[src/rtl/bin2dec_seq_pkg.sv]
`default_nettype none
// ============================================================================
// Module      : bin2dec_seq_pkg
// Description : Shared constants and FSM encoding for the sequential
//               binary-to-BCD converter.
// Revision    : 1.0
// ============================================================================
package bin2dec_seq_pkg;

    localparam int BITS_DEF      = 14;
    localparam int DIGITS_DEF    = 4;
    localparam int MAX_VALUE_DEF = 9999;
    localparam int LATENCY       = DIGITS_DEF * (BITS_DEF + 1);

    localparam logic [3:0] BCD_BLANK = 4'hF;
    localparam logic [4:0] DIVISOR   = 5'd10;

    typedef enum logic [1:0] {
        S_IDLE  = 2'd0,
        S_DIV   = 2'd1,
        S_STORE = 2'd2,
        S_DONE  = 2'd3
    } state_t;

endpackage
`default_nettype wire

[src/rtl/bin2dec_seq_div10_step.sv]
`default_nettype none
// ============================================================================
// Module      : div10_step
// Description : One restoring-division-by-10 stage: shifts in one dividend
//               bit and yields the new remainder and quotient bit.
// Revision    : 1.0
// ============================================================================
module div10_step
    import bin2dec_seq_pkg::*;
(
    input  logic [3:0] i_rem,
    input  logic       i_bit,
    output logic [3:0] o_rem,
    output logic       o_q
);

    logic [4:0] w_t;
    logic [3:0] w_diff;

    assign w_t    = {i_rem, i_bit};
    // t < 20 whenever the quotient bit is set, so the difference fits in 4 bits
    assign w_diff = 4'(w_t - DIVISOR);
    assign o_q    = (w_t >= DIVISOR);
    assign o_rem  = o_q ? w_diff : w_t[3:0];

endmodule
`default_nettype wire

[src/rtl/bin2dec_seq.sv]
`default_nettype none
// ============================================================================
// Module      : bin2dec_seq
// Description : Sequential binary-to-BCD converter, one quotient bit per clock.
// Revision    : 1.0
// ============================================================================
module bin2dec_seq
    import bin2dec_seq_pkg::*;
#(
    parameter int BITS      = BITS_DEF,
    parameter int DIGITS    = DIGITS_DEF,
    parameter int MAX_VALUE = MAX_VALUE_DEF
) (
    input  logic                  mclk,
    input  logic                  rst,
    input  logic                  start,
    input  logic [BITS-1:0]       number,
    output logic                  busy,
    output logic                  done,
    output logic                  err,
    output logic [4*DIGITS-1:0]   digits
);

    localparam int BW = $clog2(BITS);
    localparam int KW = (DIGITS > 1) ? $clog2(DIGITS) : 1;

    state_t                r_state;
    state_t                w_next;
    logic [BITS-1:0]       r_dividend;
    logic [BITS-1:0]       r_quo;
    logic [3:0]            r_rem;
    logic [BW-1:0]         r_bit;
    logic [KW-1:0]         r_k;
    logic [4*DIGITS-1:0]   r_acc;
    logic [4*DIGITS-1:0]   r_digits;
    logic                  r_err;

    logic [3:0]            w_rem_next;
    logic                  w_qbit;
    logic                  w_overflow;
    logic                  w_last_bit;
    logic                  w_last_digit;
    logic [4*DIGITS-1:0]   w_acc_final;

    div10_step u_step (
        .i_rem (r_rem),
        .i_bit (r_dividend[r_bit]),
        .o_rem (w_rem_next),
        .o_q   (w_qbit)
    );

    assign w_overflow   = (number > BITS'(MAX_VALUE));
    assign w_last_bit   = (r_bit == '0);
    assign w_last_digit = (r_k == KW'(DIGITS - 1));

    // Digits collect here and reach the output only on entry to DONE
    always_comb begin
        w_acc_final = r_acc;
        w_acc_final[{r_k, 2'b00} +: 4] = r_rem;
    end

    always_ff @(posedge mclk or posedge rst) begin
        if (rst) begin
            r_state <= S_IDLE;
        end else begin
            r_state <= w_next;
        end
    end

    always_comb begin
        w_next = r_state;
        case (r_state)
            S_IDLE:  if (start) w_next = w_overflow ? S_DONE : S_DIV;
            S_DIV:   if (w_last_bit) w_next = S_STORE;
            S_STORE: w_next = w_last_digit ? S_DONE : S_DIV;
            S_DONE:  w_next = S_IDLE;
            default: w_next = S_IDLE;
        endcase
    end

    always_comb begin
        busy = (r_state != S_IDLE);
        done = (r_state == S_DONE);
    end

    always_ff @(posedge mclk or posedge rst) begin
        if (rst) begin
            r_dividend <= '0;
            r_quo      <= '0;
            r_rem      <= '0;
            r_bit      <= '0;
            r_k        <= '0;
            r_acc      <= '0;
            r_digits   <= '0;
            r_err      <= 1'b0;
        end else begin
            case (r_state)
                S_IDLE: begin
                    if (start) begin
                        if (w_overflow) begin
                            r_err    <= 1'b1;
                            r_digits <= {DIGITS{BCD_BLANK}};
                        end else begin
                            r_dividend <= number;
                            r_rem      <= '0;
                            r_quo      <= '0;
                            r_bit      <= BW'(BITS - 1);
                            r_k        <= '0;
                        end
                    end
                end
                S_DIV: begin
                    r_rem        <= w_rem_next;
                    r_quo[r_bit] <= w_qbit;
                    if (!w_last_bit) begin
                        r_bit <= r_bit - 1'b1;
                    end
                end
                S_STORE: begin
                    r_acc      <= w_acc_final;
                    r_dividend <= r_quo;
                    r_rem      <= '0;
                    r_quo      <= '0;
                    r_bit      <= BW'(BITS - 1);
                    if (w_last_digit) begin
                        r_digits <= w_acc_final;
                        r_err    <= 1'b0;
                    end else begin
                        r_k <= r_k + 1'b1;
                    end
                end
                default: ;
            endcase
        end
    end

    assign digits = r_digits;
    assign err    = r_err;

endmodule
`default_nettype wire

[config.mk]
export PLATFORM = sky130hd
export DESIGN_NAME = bin2dec_seq
export DESIGN_NICKNAME = d
export VERILOG_FILES = /design/src/rtl/bin2dec_seq_pkg.sv /design/src/rtl/bin2dec_seq_div10_step.sv /design/src/rtl/bin2dec_seq.sv
export SDC_FILE = /design/constraint.sdc
export NUM_CORES = 1
export LEC_CHECK = 0
export CAP_MARGIN = 25
export CORE_MARGIN = 1
export CORE_UTILIZATION = 45
export DETAILED_ROUTE_END_ITERATION = 10
export PLACE_DENSITY = 0.76
export RECOVER_POWER = 25
export SLEW_MARGIN = 20
export SYNTH_ARGS = -nofsm -noshare
export SYNTH_HDL_FRONTEND = slang
export SYNTH_SLANG_ARGS = --single-unit
export TNS_END_PERCENT = 30
[constraint.sdc]
create_clock -name mclk -period 2.5 [get_ports mclk]
set_clock_uncertainty 0.15 [all_clocks]
set_input_delay 0.5 -clock mclk [delete_from_list [all_inputs] [get_ports mclk]]
set_output_delay 0.5 -clock mclk [all_outputs]
set_load 0.05 [all_outputs]
==> results.sh, run 1 <==
export IMPL_grt_overflow_total=0
export IMPL_post_synth_arst_share_pct=100
export IMPL_hold_path_cells=1
export IMPL_timing_hold_violations_final=0
export IMPL_grt_first_pass_wirelength_um=13900
export IMPL_powerDensity_nw_per_um2=1190
export IMPL_worstSetupPathType="register to register"
export IMPL_place_area_um2=4540
export IMPL_cts_tree="yes"
export IMPL_power_leakage_nw=1.91
export IMPL_worstPathMaxFanout=14
export IMPL_antenna_found_initial=0
export IMPL_route_met2_wl_um=4260
export IMPL_cp_startpoint="r_bit[0]$_DFFE_PP0P_"
export IMPL_layout_drive_gt1_share_pct=24.0
export IMPL_hpwl_um=5960
export IMPL_timing_fmax_mhz=401
export IMPL_largest_net_degree_at_the_start_of_global_routing=29
export IMPL_final_setup_viol_count=0
export IMPL_cts_inserted_buffers=9
export IMPL_starting_density_of_the_core_pct=46.8
export IMPL_cts_root_buffer_cell="clkbuf_8"
export IMPL_antenna_diode_count=0
export IMPL_met1_layer_wirelength_in_the_final_routing_um=3680
export IMPL_netlist_instances=351
export IMPL_grt_pass1_vias=2903
export IMPL_synth_seq_cells=73
export IMPL_finalWirelength_um=8440
export IMPL_timing_reg2reg_setup_slack_ps=6
export IMPL_route_detailed_wl_per_inst_um=16.3
export IMPL_cts_max_path_buffers=2
export IMPL_top_signal_layer_used="met4"
export IMPL_detailedRoute_firstIterationViolations=170
export IMPL_die_width_um=94.9
export IMPL_yosysTopAreaCell="dfrtp_1"
export IMPL_required_time_of_the_critical_path_ps=2620
export IMPL_wl_met3_um=346
export IMPL_power_w=0.00567
export IMPL_clock_sinks=73
export IMPL_r2r_start="r_bit[0]$_DFFE_PP0P_"
export IMPL_dieHeight_um=94.9
export IMPL_reg2reg_to="r_quo[12]$_DFFE_PP0P_"
export IMPL_area_of_the_placeable_core_um2=8300
export IMPL_core_rowCount=33
export IMPL_yosysWarnings=0
export IMPL_clk_insertion_delay_late_ps=350
export IMPL_layout_area_overhead_vs_synth_pct=22.6
export IMPL_h_tree_depth=3
export IMPL_fraction_of_synthesized_cell_area_taken_by_the_top_area_cell_type_pct=47.1
export IMPL_cp_data_arrival_time_ps=2610
export IMPL_io_buffers=35
export IMPL_boundaryPins=36
export IMPL_preCtsSetupSlack_ps=-173
export IMPL_tightestPinTransition_ps=1080
export IMPL_synth_cell_type_count=46
export IMPL_ff2ff_path_depth=6
export IMPL_drt_pre_antenna_iters=4
export IMPL_cts_post_setup_buffers_inserted=0
export IMPL_finalWorstSetupSlack_ps=5.80
export IMPL_grtUsageTotal_pct=20.5
export IMPL_cp_end_kind="register"
export IMPL_timing_hold_worst_class="register to register"
export IMPL_cts_clk_slew_worst_paths_ps=80
export IMPL_synth_edff_count=0
export IMPL_drc=0
export IMPL_net_count_of_the_finished_layout=442
export IMPL_slew_headroom_pct=27.9
export IMPL_slew_violations=0
export IMPL_cp_start_kind="register"
export IMPL_postSynth_topFlopCell="dfrtp_1"
export IMPL_num_vias=2963
export IMPL_synth_area_leaders="dfrtp_1 47%, mux2_2 12%, ha_1 5.8%, a221o_1 4.4%, o21a_1 3.3%"
export IMPL_vias_per_cell=5.73
export IMPL_unrepaired_setup_endpoints_after_global_routing="yes"
export IMPL_maxCapViolCount=0
export IMPL_place_gp_congestion=0.886
export IMPL_hold_worst_slack_ps=336
export IMPL_die_area_um2=9000
export IMPL_fin_crit_ps=2490
export IMPL_syn_nets=386
export IMPL_status="completed"
export IMPL_layout_worst_path_cycle_share_pct=99.8
export IMPL_ir_drop_mv=0.647
export IMPL_postSynthAreaPerCell_um2=11.1
export IMPL_final_area_um2=4760
export IMPL_netlist_area_um2=3880
export IMPL_crit_end="r_quo[12]$_DFFE_PP0P_"
export IMPL_cts_hold_buffers_added=0
export IMPL_ant_nets=0
export IMPL_sequential_fraction_of_the_synthesis_area_pct=47.1
[cells in the final DEF, fill, tap and decap left out, types with 2 or more instances in the layout]
cell	Yosys	routed
nor2b_1	4	4
mux2i_1	5	5
mux2_2	43	42
clkinv_4	0	2
nor4_1	3	3
o21ai_1	6	6
a22oi_1	2	2
mux4_2	1	3
mux2_1	2	2
o22ai_2	2	4
ha_1	18	18
o21a_1	17	17
nand2_1	24	24
buf_4	0	24
nor2_1	6	6
clkbuf_8	0	9
o22ai_1	10	8
o22a_1	2	2
o21ai_0	11	11
bufinv_16	0	2
buf_12	0	3
clkdlybuf4s50_1	0	33
inv_1	31	29
nor3_1	5	5
a31oi_1	5	5
a21oi_1	18	18
a221o_1	17	17
nand4_1	2	2
nand3_1	5	5
dfrtp_1	73	72
[per-stage QoR]
step | TNS [ps] | std cells | util, %
3_3_place_gp | -4140 | 501 | 54.7
5_1_grt | -339 | 517 | 57.3
3_5_place_dp | -4520 | 501 | 54.7
6_report | 0 | 517 | 57.3
4_1_cts | 0 | 517 | 57.4
2_1_floorplan | 0 | 351 | -
[critical path: stages, from the launching register on]
cell and delay (ps):
dfrtp_2 450, mux4_2 550, mux2_4 290, or3_4 330, a211o_1 300, buf_12 160
o22ai_1 170
[worst min-delay path by stage]
stage,start,to,slack (ps)
CTS,r_acc[9]$_DFFE_PP0P_,r_acc[9]$_DFFE_PP0P_,340
detailed placement,r_acc[7]$_DFFE_PP0P_,r_acc[7]$_DFFE_PP0P_,320
floorplan,r_acc[11]$_DFFE_PP0P_,r_acc[11]$_DFFE_PP0P_,300
global placement,r_acc[7]$_DFFE_PP0P_,r_acc[7]$_DFFE_PP0P_,310
finish,r_acc[4]$_DFFE_PP0P_,r_acc[4]$_DFFE_PP0P_,340
global route,r_acc[11]$_DFFE_PP0P_,r_acc[11]$_DFFE_PP0P_,360
[logic make-up after synthesis]
kind of cell	synth area share, %
buf+inv	5.13
fa+ha+maj	5.80
simple gates	6.80
flops	47.1
mux	16.3
compound gates	18.9
[power breakdown]
part / internal [W] / leakage (nW) / switching [W]
Combinational: 0.00129 / 0.952 / 0.00152
Clock: 0.000567 / 0.111 / 0.000461
Sequential: 0.00155 / 0.844 / 0.000283
Total: 0.00341 / 1.91 / 0.00226
[Yosys cell counts, types with 2 or more instances]
library cell / number
dfrtp_1: 73
mux2_2: 43
inv_1: 31
nand2_1: 24
a21oi_1: 18
ha_1: 18
a221o_1: 17
o21a_1: 17
clkbuf_1: 13
o21ai_0: 11
o22ai_1: 10
nor2_1: 6
o21ai_1: 6
a31oi_1: 5
mux2i_1: 5
nand3_1: 5
nor3_1: 5
nor2b_1: 4
nor4_1: 3
a21boi_0: 2
a22oi_1: 2
buf_1: 2
buf_6: 2
mux2_1: 2
mux4_1: 2
nand4_1: 2
o22a_1: 2
o22ai_2: 2
o31ai_1: 2
[repair_timing]
| item | 4_1_cts | 5_1_grt |
|---|---|---|
| endpoints found under the hold margin | 0 | 0 |
| setup endpoints to repair | 14 | 12 |
| resized for setup | 1 | 3 |
| pin swaps | 1 | 1 |
| cloned | 0 | 0 |
[state kept, by name (all words and copies together), names as in the netlist]
signal,cells
digits,16
r_acc,16
r_dividend,14
r_quo,14
r_bit,4
r_rem,4
r_k,2
r_state,2
err,1
[metal layers]
metal	up-vias	GRT usage (%)
met1	1463	25.2
li1	1401	-
met4	0	7.07
met5	-	0
met3	21	5.48
met2	78	34.5
[final cells by class]
cell class                 count  area (um^2)
fill                         695         3540
tap                          105          131
sequential                    73         1830
inverter                      32          125
timing repair buffer          62          586
clock inverter                 6         91.3
multi-input combinational    229         1870
clock buffer                  10          128
No activity file was read; power rests on OpenSTA's default activity.
==> inputs of run 2 (changes only) <==
CORE_UTILIZATION = 30   (was 45)
PLACE_DENSITY = 0.57   (was 0.76)
==> run 2 against run 1 <==
The run now ends with setup timing left; die area increased by 49%; critical endpoint unchanged; largest cell class unchanged; combinational power increased by 1%; sequential power about the same; highest routed layer unchanged; first-iteration DRC count increased by 38%; critical path depth unchanged; flip-flop and latch count unchanged; final cell count increased by 14%; design area increased by 5.3%; hold slack got worse by 6.3 ps; sequential share of layout area decreased by 1.9 points; utilization decreased by 18 points.
==> results.sh, run 2 (same netlist as run 1, synthesis figures left out) <==
export IMPL_die_width_um=116
export IMPL_cp_startpoint="r_bit[0]$_DFFE_PP0P_"
export IMPL_detailedRoute_firstIterationViolations=234
export IMPL_power_w=0.00605
export IMPL_worstSetupPathType="register to register"
export IMPL_cp_data_arrival_time_ps=2610
export IMPL_route_detailed_wl_per_inst_um=15.2
export IMPL_clock_sinks=73
export IMPL_area_of_the_placeable_core_um2=12600
export IMPL_fin_crit_ps=2510
export IMPL_vias_per_cell=4.96
export IMPL_finalWorstSetupSlack_ps=-7.35
export IMPL_r2r_start="r_bit[0]$_DFFE_PP0P_"
export IMPL_worst_hold_startpoint="r_acc[10]$_DFFE_PP0P_"
export IMPL_final_common_cell="dfrtp_1"
export IMPL_grt_pass1_vias=2860
export IMPL_timing_hold_violations_final=0
export IMPL_layout_common_cells="72 x dfrtp_1, 42 x mux2_2, 33 x clkdlybuf4s50_1"
export IMPL_slew_headroom_pct=32.8
export IMPL_hold_worst_slack_ps=330
export IMPL_largest_net_degree_at_the_start_of_global_routing=74
export IMPL_io_buffers=35
export IMPL_violations="setup timing"
export IMPL_layout_area_overhead_vs_synth_pct=29.2
export IMPL_drt_pre_antenna_iters=4
export IMPL_cp_start_kind="register"
export IMPL_grt_overflow_total=0
export IMPL_status="finished, violations left"
export IMPL_tightestPinTransition_ps=1010
export IMPL_unrepaired_setup_endpoints_after_global_routing="yes"
export IMPL_cts_tree="yes"
export IMPL_final_setup_viol_count=2
export IMPL_ff2ff_path_depth=6
export IMPL_power_leakage_nw=1.98
export IMPL_dieHeight_um=116
export IMPL_cts_root_buffer_cell="clkbuf_16"
export IMPL_worstPathMaxFanout=14
export IMPL_finalWirelength_um=8940
export IMPL_cts_max_path_buffers=2
export IMPL_filler_cell_count=1264
export IMPL_slew_violations=0
export IMPL_layout_worst_path_cycle_share_pct=100
export IMPL_timing_hold_worst_class="register to register"
export IMPL_cts_inserted_buffers=9
export IMPL_num_vias=2924
export IMPL_ant_nets=0
export IMPL_sequential_cell_area_um2=1830
export IMPL_net_count_of_the_finished_layout=447
export IMPL_hold_path_cells=1
export IMPL_ir_drop_mv=0.635
export IMPL_cts_clk_slew_worst_paths_ps=60
export IMPL_multiInputGateArea_um2=1910
export IMPL_die_area_um2=13400
export IMPL_place_gp_congestion=0.802
export IMPL_clk_insertion_delay_late_ps=330
export IMPL_antenna_found_initial=0
export IMPL_hpwl_um=6190
export IMPL_required_time_of_the_critical_path_ps=2600
export IMPL_powerDensity_nw_per_um2=1210
export IMPL_boundaryPins=36
export IMPL_timing_fmax_mhz=399
export IMPL_cp_end_kind="register"
export IMPL_grtUsageTotal_pct=14.3
export IMPL_layout_drive_gt1_share_pct=26.4
export IMPL_core_rowCount=41
export IMPL_grt_first_pass_wirelength_um=14600
export IMPL_starting_density_of_the_core_pct=30.7
export IMPL_final_total_negative_setup_slack_ps=-13.3
export IMPL_h_tree_depth=3
export IMPL_antenna_diode_count=0
export IMPL_drc=0
export IMPL_maxCapViolCount=0
[run 2: cell type report]
type                       count  share of cell area, %
clock buffer                  10                   4.57
clock inverter                 6                   1.85
inverter                      32                   2.55
multi-input combinational    229                   38.0
sequential                    73                   36.5
tap                          172                   4.29
timing repair buffer          67                   12.2
[run 2: report_power, final]
part | switching [W] | total (W) | internal (W)
logic | 0.00155 | 0.00285 | 0.00130
clock network | 0.000498 | 0.00137 | 0.000877
registers | 0.000265 | 0.00182 | 0.00156
total | 0.00231 | 0.00605 | 0.00374
[run 2: critical path, cell delays in order (launching register included)]
cell,delay [ps]
dfrtp_2,430
mux4_2,560
mux2_4,290
or3_4,330
a211o_1,330
buf_12,170
o22ai_1,170
[run 2: what timing repair did]
action,in CTS,in global routing
hold buffers,0,0
buffers inserted,1,0
endpoints found under the setup margin,14,44
pin swaps,2,4
cloned,0,0
resized for setup,2,8
[run 2: through the flow]
step / setup WS, ps / cells / util (%) / instance area [um^2]
finish: -7.35 / 589 / 39.7 / 5010
global route: -82.9 / 589 / 39.7 / 5010
CTS: 4.48 / 589 / 39.5 / 4980
detailed placement: -321 / 572 / 36.8 / 4640
global placement: -235 / 572 / 36.8 / 4640
floorplan: 28.7 / 351 / - / 3880
[run 2: path summary, 6_finish.rpt]
path                                         end  slack [ps]
setup / recovery           r_quo[12]$_DFFE_PP0P_          -7
hold / removal             r_acc[10]$_DFFE_PP0P_         330
setup reg to reg           r_quo[12]$_DFFE_PP0P_          -7
hold reg to reg            r_acc[10]$_DFFE_PP0P_         330
max in group asynchronous   r_bit[0]$_DFFE_PP0P_         630
min in group asynchronous   r_acc[9]$_DFFE_PP0P_         880
[run 2: per-layer routing]
layer  vias up  part of all wire (%)  global-route usage [%]  routed length [um]
li1       1410                     -                       -                   -
met1      1436                    45                    18.0                4040
met2        61                    49                    24.1                4370
met3        17                   4.1                    3.50                 366
met4         0                   1.8                    4.96                 163
met5         -                     0                       0                   0
